`config.mk`:
```
export PLATFORM = sky130hd
export DESIGN_NAME = xmit_traffic_gen
export DESIGN_NICKNAME = d
export VERILOG_FILES = /design/src/rtl/xmit_pkg.sv /design/src/rtl/xmit_tgen_lfsr.sv /design/src/rtl/xmit_traffic_gen.sv
export SDC_FILE = /design/constraint.sdc
export NUM_CORES = 1
export LEC_CHECK = 0
export ABC_AREA = 1
export BUFFER_PORTS_ARGS = -buffer_cell sky130_fd_sc_hd__buf_2
export CORE_MARGIN = 1
export CORE_UTILIZATION = 30
export DETAILED_ROUTE_END_ITERATION = 8
export PLACE_DENSITY_LB_ADDON = 0.15
export SETUP_SLACK_MARGIN = 0.2
export SYNTH_ARGS = -nofsm -noshare
export SYNTH_HDL_FRONTEND = slang
export SYNTH_HIERARCHICAL = 1
export SYNTH_SLANG_ARGS = --single-unit
```
`constraint.sdc`:
```
create_clock -name clk_sys -period 3.37 [get_ports clk_sys]
set_clock_uncertainty 0.05 [all_clocks]
set_input_delay 0.5055 -clock clk_sys [delete_from_list [all_inputs] [get_ports clk_sys]]
set_output_delay 0.5055 -clock clk_sys [all_outputs]
set_load 0.01 [all_outputs]
```
`src/rtl/xmit_pkg.sv`:
```
// Shared types and helpers for the transmit traffic generator: FSM state
// encoding, control-block packing and the payload LFSR polynomial taps.
package xmit_pkg;

  typedef enum logic [1:0] {
    IDLE     = 2'd0,
    LO_FRAME = 2'd1,
    HI_FRAME = 2'd2,
    DONE     = 2'd3
  } xmit_state_e;

  // Left-shifting Fibonacci taps for x^8 + x^6 + x^5 + x^4 + 1
  localparam logic [7:0] LFSR_TAPS      = 8'hB8;
  localparam logic [7:0] LFSR_ZERO_SEED = 8'h01;

  // Control block is the frame length repeated in both halves; the caller
  // truncates the result to 2*len_w bits.
  function automatic logic [63:0] pack_ctrl(input logic [31:0] len, input int len_w);
    return ({32'd0, len} << len_w) | {32'd0, len};
  endfunction

endpackage

```
`src/rtl/xmit_tgen_lfsr.sv`:
```
// Payload PRBS generator for the traffic generator; only built when
// XMIT_TGEN_PRBS_EN is defined.
`ifdef XMIT_TGEN_PRBS_EN
module xmit_tgen_lfsr
  import xmit_pkg::*;
(
  input  logic       clk_sys,
  input  logic       reset,
  input  logic       load,
  input  logic       step,
  input  logic [7:0] seed,
  output logic [7:0] value
);

  logic [7:0] lfsr_q;
  logic [7:0] seed_fix;

  // An all-zero register would lock up, so a zero seed starts at 01
  assign seed_fix = (seed == 8'd0) ? LFSR_ZERO_SEED : seed;
  assign value    = load ? seed_fix : lfsr_q;

  always_ff @(posedge clk_sys or negedge reset) begin
    if (!reset) begin
      lfsr_q <= LFSR_ZERO_SEED;
    end else if (step) begin
      lfsr_q <= {value[6:0], ^(value & LFSR_TAPS)};
    end
  end

endmodule
`endif

```
`src/rtl/xmit_traffic_gen.sv`:
```
// Transmit traffic generator: loops of cfg_num_lo lo-priority frames followed
// by one hi-priority frame. Define XMIT_TGEN_PRBS_EN for an LFSR payload.
module xmit_traffic_gen
  import xmit_pkg::*;
#(
  parameter int LEN_W  = 12,
  parameter int CNT_W  = 16,
  parameter int DATA_W = 8
) (
  input  logic                 clk_sys,
  input  logic                 reset,
  input  logic                 start,
  input  logic                 stop,
  input  logic [LEN_W-1:0]     cfg_len_lo,
  input  logic [LEN_W-1:0]     cfg_len_hi,
  input  logic [CNT_W-1:0]     cfg_num_lo,
  input  logic [CNT_W-1:0]     cfg_num_loops,
  input  logic [DATA_W-1:0]    cfg_seed_lo,
  input  logic [DATA_W-1:0]    cfg_seed_hi,
  input  logic                 f_ready,
  output logic [DATA_W-1:0]    f_data_in,
  output logic [2*LEN_W-1:0]   f_ctrl_in,
  output logic                 f_rec_data_valid,
  output logic                 f_rec_frame_valid,
  output logic                 f_hi_priority,
  output logic                 busy,
  output logic                 done,
  output logic [CNT_W-1:0]     frame_cnt
);

  xmit_state_e        state_q, state_d;
  logic [LEN_W-1:0]   len_lo_q, len_hi_q, beat_q, cur_len;
  logic [CNT_W-1:0]   num_lo_q, num_loops_q, lo_sent_q, loop_q, frame_cnt_q;
  logic [DATA_W-1:0]  seed_lo_q, seed_hi_q, seed_cur, payload;
  logic               stop_q, in_frame, xfer, last_xfer, stop_pend, loop_end;

  assign in_frame  = (state_q == LO_FRAME) || (state_q == HI_FRAME);
  assign cur_len   = (state_q == HI_FRAME) ? len_hi_q : len_lo_q;
  assign seed_cur  = (state_q == HI_FRAME) ? seed_hi_q : seed_lo_q;
  assign xfer      = in_frame && f_ready;
  assign last_xfer = xfer && (beat_q == cur_len - LEN_W'(1));
  // A stop arriving on the final beat still ends the run after this frame
  assign stop_pend = stop_q || stop;
  assign loop_end  = (num_loops_q != '0) && (loop_q + CNT_W'(1) == num_loops_q);

  always_comb begin
    state_d = state_q;
    case (state_q)
      IDLE: begin
        if (start) state_d = (cfg_num_lo != '0) ? LO_FRAME : HI_FRAME;
      end
      LO_FRAME: begin
        if (last_xfer) begin
          if (stop_pend)                          state_d = DONE;
          else if (lo_sent_q + CNT_W'(1) < num_lo_q) state_d = LO_FRAME;
          else                                    state_d = HI_FRAME;
        end
      end
      HI_FRAME: begin
        if (last_xfer) begin
          if (stop_pend || loop_end) state_d = DONE;
          else if (num_lo_q != '0)   state_d = LO_FRAME;
          else                       state_d = HI_FRAME;
        end
      end
      DONE:    state_d = IDLE;
      default: state_d = IDLE;
    endcase
  end

  always_ff @(posedge clk_sys or negedge reset) begin
    if (!reset) begin
      state_q     <= IDLE;
      len_lo_q    <= '0;
      len_hi_q    <= '0;
      num_lo_q    <= '0;
      num_loops_q <= '0;
      seed_lo_q   <= '0;
      seed_hi_q   <= '0;
      beat_q      <= '0;
      lo_sent_q   <= '0;
      loop_q      <= '0;
      frame_cnt_q <= '0;
      stop_q      <= 1'b0;
    end else begin
      state_q <= state_d;
      if ((state_q == IDLE) && start) begin
        // Configuration is frozen here for the whole run; zero length means one beat
        len_lo_q    <= (cfg_len_lo == '0) ? LEN_W'(1) : cfg_len_lo;
        len_hi_q    <= (cfg_len_hi == '0) ? LEN_W'(1) : cfg_len_hi;
        num_lo_q    <= cfg_num_lo;
        num_loops_q <= cfg_num_loops;
        seed_lo_q   <= cfg_seed_lo;
        seed_hi_q   <= cfg_seed_hi;
        beat_q      <= '0;
        lo_sent_q   <= '0;
        loop_q      <= '0;
        frame_cnt_q <= '0;
        stop_q      <= stop;
      end else if (in_frame) begin
        if (stop) stop_q <= 1'b1;
        if (last_xfer) begin
          beat_q      <= '0;
          frame_cnt_q <= frame_cnt_q + CNT_W'(1);
          if (state_q == LO_FRAME) begin
            seed_lo_q <= seed_lo_q + DATA_W'(1);
            lo_sent_q <= lo_sent_q + CNT_W'(1);
          end else begin
            seed_hi_q <= seed_hi_q + DATA_W'(1);
            lo_sent_q <= '0;
            loop_q    <= loop_q + CNT_W'(1);
          end
        end else if (xfer) begin
          beat_q <= beat_q + LEN_W'(1);
        end
      end else if (state_q == DONE) begin
        stop_q <= 1'b0;
      end
    end
  end

`ifdef XMIT_TGEN_PRBS_EN
  logic [7:0] prbs;

  xmit_tgen_lfsr u_lfsr (
    .clk_sys (clk_sys),
    .reset   (reset),
    .load    (f_rec_frame_valid),
    .step    (xfer),
    .seed    (8'(seed_cur)),
    .value   (prbs)
  );

  assign payload = DATA_W'(prbs);
`else
  assign payload = seed_cur;
`endif

  // All outputs decode from registered state, so a stall freezes them
  assign f_rec_data_valid  = in_frame;
  assign f_rec_frame_valid = in_frame && (beat_q == '0);
  assign f_ctrl_in         = f_rec_frame_valid ? (2*LEN_W)'(pack_ctrl(32'(cur_len), LEN_W)) : '0;
  assign f_data_in         = in_frame ? payload : '0;
  assign f_hi_priority     = (state_q == HI_FRAME);
  assign busy              = (state_q != IDLE);
  assign done              = (state_q == DONE);
  assign frame_cnt         = frame_cnt_q;

endmodule

```
Yosys cells after proc, flatten, opt, wreduce, memory -nomap -nowiden
Cells that the tools add are included.
{"block": "word_totals", "out_inout_bits": 53, "inputBits": 77, "ff_bits": 135}
{"block": "classes", "n_mux": 42, "n_eq_ne": 10, "reduce_logical": 27, "bitwise": 1, "n_addsub": 7, "magnitude_cmp": 1}
{"operator": "$mux 16", "n": 11}
{"operator": "$mux 12", "n": 7}
{"operator": "$mux 8", "n": 10}
{"operator": "$add 16x1->16 const B", "n": 3}
{"operator": "$reduce_bool 16->1", "n": 3}
{"operator": "$logic_not 12->1", "n": 3}
{"operator": "$mux 24", "n": 1}
{"operator": "$or 24x12->24", "n": 1}
{"operator": "$add 8x1->8 const B", "n": 2}
{"operator": "$eq 16x16->1", "n": 1}
{"operator": "$lt 16x16->1", "n": 1}
{"operator": "$mux 2", "n": 8}
{"operator": "$add 12x1->12 const B", "n": 1}
{"operator": "$eq 12x12->1", "n": 1}
{"operator": "$sub 12x1->12 const B", "n": 1}
{"operator": "$reduce_and 3->1", "n": 3}
{"operator": "$pmux 2 s4", "n": 1}
{"operator": "$reduce_bool 2->1", "n": 4}
{"operator": "$reduce_and 2->1", "n": 3}
{"operator": "$reduce_bool 3->1", "n": 2}
{"operator": "$logic_and 1x1->1", "n": 5}
{"operator": "$eq 2x2->1 const B", "n": 2}
{"operator": "$mux 1", "n": 4}
{"operator": "$ne 2x1->1 const B", "n": 2}
{"operator": "other kinds (5)", "n": 8}

Longest topological paths before layout
{"block": "depth", "depth_word": 8, "ltp_mapped": 25, "mapped_depth_nobuf": 25}

Worst setup path before layout
Ideal clock, no wire load.
{"block": "synth_timing", "kind": "register -> register", "from": "register state_q[0]", "to": "register loop_q[10]", "setup_slack_ns": 0.498, "n_path_buf": 2, "setup_time_ns": 0.065, "arrival_time_ns": 2.757, "path_stages_with_launch": 25, "path_cell_list": "dfrtp_1 > inv_1 > ha_1 > inv_2 > nand2_1 > and2_1 > ha_1 > inv_1 > nor2_2 > nand2_1 > inv_2 > nand2_1 > nand2_1 > nand2_1 > nand2_1 > nand2_1 > nor2_2 > nand3_4 > nand2_2 > inv_2 > nor2_4 > buf_6 > buf_12 > nand3_2 > nand2_1"}
{"block": "synth_via", "elab_chain_len": 7}
{"item": "start, declared", "line_no": "xmit_traffic_gen.sv:31", "text": "xmit_state_e state_q, state_d;"}
{"item": "start signal, assigned", "line_no": "xmit_traffic_gen.sv:86", "text": "state_q <= state_d;"}
{"item": "$eq 2x2->1 (*)"}
{"item": "via f_hi_priority", "line_no": "xmit_traffic_gen.sv:25", "text": "output logic f_hi_priority,"}
{"item": "$mux 12", "line_no": "xmit_traffic_gen.sv:38", "text": "assign cur_len = (state_q == HI_FRAME) ? len_hi_q : len_lo_q;"}
{"item": "$sub 12x1->12", "line_no": "xmit_traffic_gen.sv:41", "text": "assign last_xfer = xfer && (beat_q == cur_len - LEN_W'(1));"}
{"item": "$eq 12x12->1", "line_no": "xmit_traffic_gen.sv:41"}
{"item": "$logic_and 1x1->1", "line_no": "xmit_traffic_gen.sv:41"}
{"item": "$reduce_bool 2->1 (no line)"}
{"item": "$reduce_and 3->1 (no line) (*)"}
{"item": "end signal, assigned", "line_no": "xmit_traffic_gen.sv:111", "text": "loop_q <= loop_q + CNT_W'(1);"}
{"item": "end, declared", "line_no": "xmit_traffic_gen.sv:33", "text": "logic [CNT_W-1:0] num_lo_q, num_loops_q, lo_sent_q, loop_q, frame_cnt_q;"}
The timed path passes the listed nets; every way through them passes the cells marked *.
A chain may end at the register's enable or synchronous reset.

Worst setup path after layout
{"block": "layout_timing", "from": "register lo_sent_q[0]", "to": "register state_q[0]"}
{"block": "layout_via", "elab_chain_len": 6}
{"item": "start, declared", "line_no": "xmit_traffic_gen.sv:33"}
{"item": "start signal, assigned", "line_no": "xmit_traffic_gen.sv:107", "text": "lo_sent_q <= lo_sent_q + CNT_W'(1);"}
{"item": "$add 16x1->16", "line_no": "xmit_traffic_gen.sv:55", "text": "else if (lo_sent_q + CNT_W'(1) < num_lo_q) state_d = LO_FRAME;"}
{"item": "$lt 16x16->1", "line_no": "xmit_traffic_gen.sv:55"}
{"item": "$mux 2", "line_no": "xmit_traffic_gen.sv:55"}
{"item": "$mux 2", "line_no": "xmit_traffic_gen.sv:54", "text": "if (stop_pend) state_d = DONE;"}
{"item": "$mux 2", "line_no": "xmit_traffic_gen.sv:53", "text": "if (last_xfer) begin"}
{"item": "$pmux 2 s4", "line_no": "xmit_traffic_gen.sv:48", "text": "case (state_q)"}
No other way between the ends. The select of a mux whose other input is x is not followed.

==> metrics.cfg <==
[timing]
relSlewSlack_pct = 51.71
hold_ws_ps = 51.88
period_minus_slack_ps = 3023
setup_viol = 0
tightest_slew_ps = 724.3
min_period_over_period_pct = 89.70
timing.final.hold_violations = 0
slew_violations = 0
grt_setup_unrepaired = true
clock.fmax_ghz = 0.3308

[floorplan]
fp-row-count = 61
pin_count = 130
dieHeight_microns = 171.4
core_sq_um = 28010
die_area_sq_um = 29380
dieWidth_microns = 171.4
initial_core_util_pct = 30.74

[routing]
drt_pass1_iterations = 5
vias_per_cell = 4.580
wire_per_inst_microns = 13.74
first_iter_violations = 464
dr_total_vias = 7915
drc = 0
wirelength_microns = 23750
antenna_left = 0

[synthesis]
synth.top_cell.area_share_pct = 39.24
synthesis.area_sq_um = 8610
synth_common_cells = 391 x nand2_1, 149 x inv_1, 135 x dfrtp_1
syn_area_per_cell_sq_um = 7.092
synth.most_common_cell = nand2_1
ys_seq_elements = 135
synth_nets = 1320
ys_seq_area_share_pct = 39.24
synth.distinct_cells = 41
synthCells = 1214
synth_top_area_cell = dfrtp_1
ys_warn_count = 6
synth_area_leaders = dfrtp_1 39%, nand2_1 17%, inv_1 6.5%, o21ai_0 5.5%, ha_1 4.2%
synth_edf_count = 0
ys_async_sr_fraction_pct = 100.0
synth_ff_type = dfrtp_1

[power_and_ir_drop]
switchingPower_mw = 3.686
power.internal_mw = 4.721
p_comb_share_pct = 47.0
p_per_area_nw_per_um2 = 802.2
netSwitchingFraction_pct = 43.84
ir_drop_mv = 0.3384
power.leakage_nw = 5.188
seqPwrFrac_pct = 30.3
power_mw = 8.407
pwr-share-clk_pct = 22.7

[clocking]
cts_buffers = 17
path_clk_slew_ps = 60
root_buffer = clkbuf_16
clock-sinks = 135
cts_buffer_depth = 2
cts_tree = built
htree_levels = 4
clk_latency_ps = 420
ctsHoldBuffers = 0

[layout]
fin_area_sq_um = 10480
fin_nets = 1443
postLayoutCoreUtil_pct = 37.41
area_delta_synth_final_pct = 21.73
diodes = 0
drive_gt1_share_pct = 18.30

[worst_setup_path]
crit_required_ps = 3620
startpoint_type = flip-flop
endpoint_kind = flip-flop
critical_path_class = flip-flop to flip-flop
arrival_ps = 3280
worstPathMaxFanout = 3

[global_routing]
grt_pass1_vias = 7424
grtUsageTotal_pct = 16.74
gr-total-overflow = 0
grt_max_degree = 102
grt_pass1_wl_microns = 38300
antenna_found_initial = 2

[placement]
gp_congestion = 0.8357
place_area_sq_um = 9637
post-dp-hpwl_microns = 17440
portBuffers = 129

[run_status]
status = finished clean

[run]
maxCapViolations = 0

[min_path]
hold_class = primary input to asynchronous set/reset pin

[layout make-up]
class,instances,area [sq um]
fillers,3000,17530
multi-input cells,870,4493
flip-flops and latches,135,3379
repair buffers,154,932.1
inverters,159,600.6
clock buffers,21,480.5
well taps,378,473.0
clock inverters,11,121.4
[power by group through the flow]
stage                     clock network [mW]  logic [mW]  registers, mW
after floorplan                            0        2.81           2.42
after global routing                    2.03        4.53           2.61
after CTS                               1.96        3.81           2.53
final                                   1.91        3.95           2.54
after global placement                     0        3.78           2.57
after detailed placement                   0        3.80           2.54
[cells in the final DEF, fill, tap and decap left out, drive strengths merged]
cell        n
inv       159
o31ai      12
nor4       14
a211oi      1
clkinvlp    2
xnor2       7
nand4      23
o2111ai     1
nand2     396
or2         2
nor2       91
clkbuf     23
o21bai      1
o21ai     106
ha         29
clkinv      7
nand3      75
nor3       25
xor2       27
a31oi       3
a21oi      36
a21o        1
xnor3       1
o21a        2
bufinv      2
o22ai      12
nand3b      1
dfrtp     135
buf       152
and2        2
mux2i       2
[registers in the layout, summed over array words and instances (netlist names)]
register / flops
state_q: 2
stop_q: 1
beat_q: 12
loop_q: 16
seed_lo_q: 8
seed_hi_q: 8
frame_cnt: 16
num_lo_q: 16
num_loops_q: 16
len_hi_q: 12
len_lo_q: 12
lo_sent_q: 16
[metrics by stage]
stage               setup TNS [ps]  cells  setup slack (ps)
finish                           0   1728             347.0
global route                -24.17   1728            -24.17
CTS                              0   1722             187.1
detailed placement               0   1689             64.80
global placement                 0   1689             71.24
floorplan                        0   1214             498.3
[what timing repair did]
item | CTS | global route
setup buffers | 1 | 4
pin swaps | 1 | 13
resized for setup | 3 | 32
endpoints found under the hold margin | 0 | 0
gates cloned | 0 | 2
setup endpoints to repair | 23 | 80
[kinds of logic (layout without fill, tap and decap cells)]
group | after synthesis | in the layout | share of synthesized area (%)
XOR/XNOR | 35 | 35 | 3.720
flip-flops | 135 | 135 | 39.24
AO/OA/AOI/OAI | 175 | 175 | 10.93
buffers and inverters | 209 | 345 | 10.17
multiplexers | 2 | 2 | 0.2325
adder cells (fa/ha/maj) | 29 | 29 | 4.215
AND/OR/NAND/NOR | 629 | 629 | 31.49
[worst paths after layout]
| path | startpoint | endpoint | slack (ps) | cells past startpoint |
|---|---|---|---|---|
| hold reg to reg | len_hi_q[8]$_DFFE_PN0P_ | len_hi_q[8]$_DFFE_PN0P_ | 430 | 2 |
| setup / recovery | lo_sent_q[0]$_DFFE_PN0P_ | state_q[0]$_DFFE_PN0P_ | 350 | 20 |
| setup reg to reg | lo_sent_q[0]$_DFFE_PN0P_ | state_q[0]$_DFFE_PN0P_ | 350 | 20 |
| hold / removal | reset | frame_cnt[10]$_DFFE_PN0P_ | 50 | 1 |
| max in group asynchronous | reset | num_lo_q[11]$_DFFE_PN0P_ | 2440 | 2 |
| min in group clk_sys | cfg_num_loops[1] | num_loops_q[1]$_DFFE_PN0P_ | 230 | 3 |
[routing by layer]
layer | global-route usage, % | share of wire, % | vias to the layer above
met1 | 23.29 | 50 | 3620
met2 | 26.37 | 44 | 134
met5 | 0 | 0.097 | -
met3 | 2.991 | 3.8 | 21
met4 | 4.852 | 1.4 | 4
li1 | - | - | 4136
[critical path, cell delays in order, from the launching register on]
cell and delay [ps]:
dfrtp_1 390, inv_2 70, nor3_4 180, nand2_1 90
nor2_2 160, nand4_1 220, nor3_4 240, xor2_1 170
inv_1 80, ha_1 290, nand2_1 90, o21ai_1 180
nand3_1 90, a21oi_1 170, a211oi_2 60, nand2_1 70
nand2_1 50, nand2_1 60, nand3_1 70, nand2_1 60
nand2_1 50
Power figures use the tool's default switching activity.
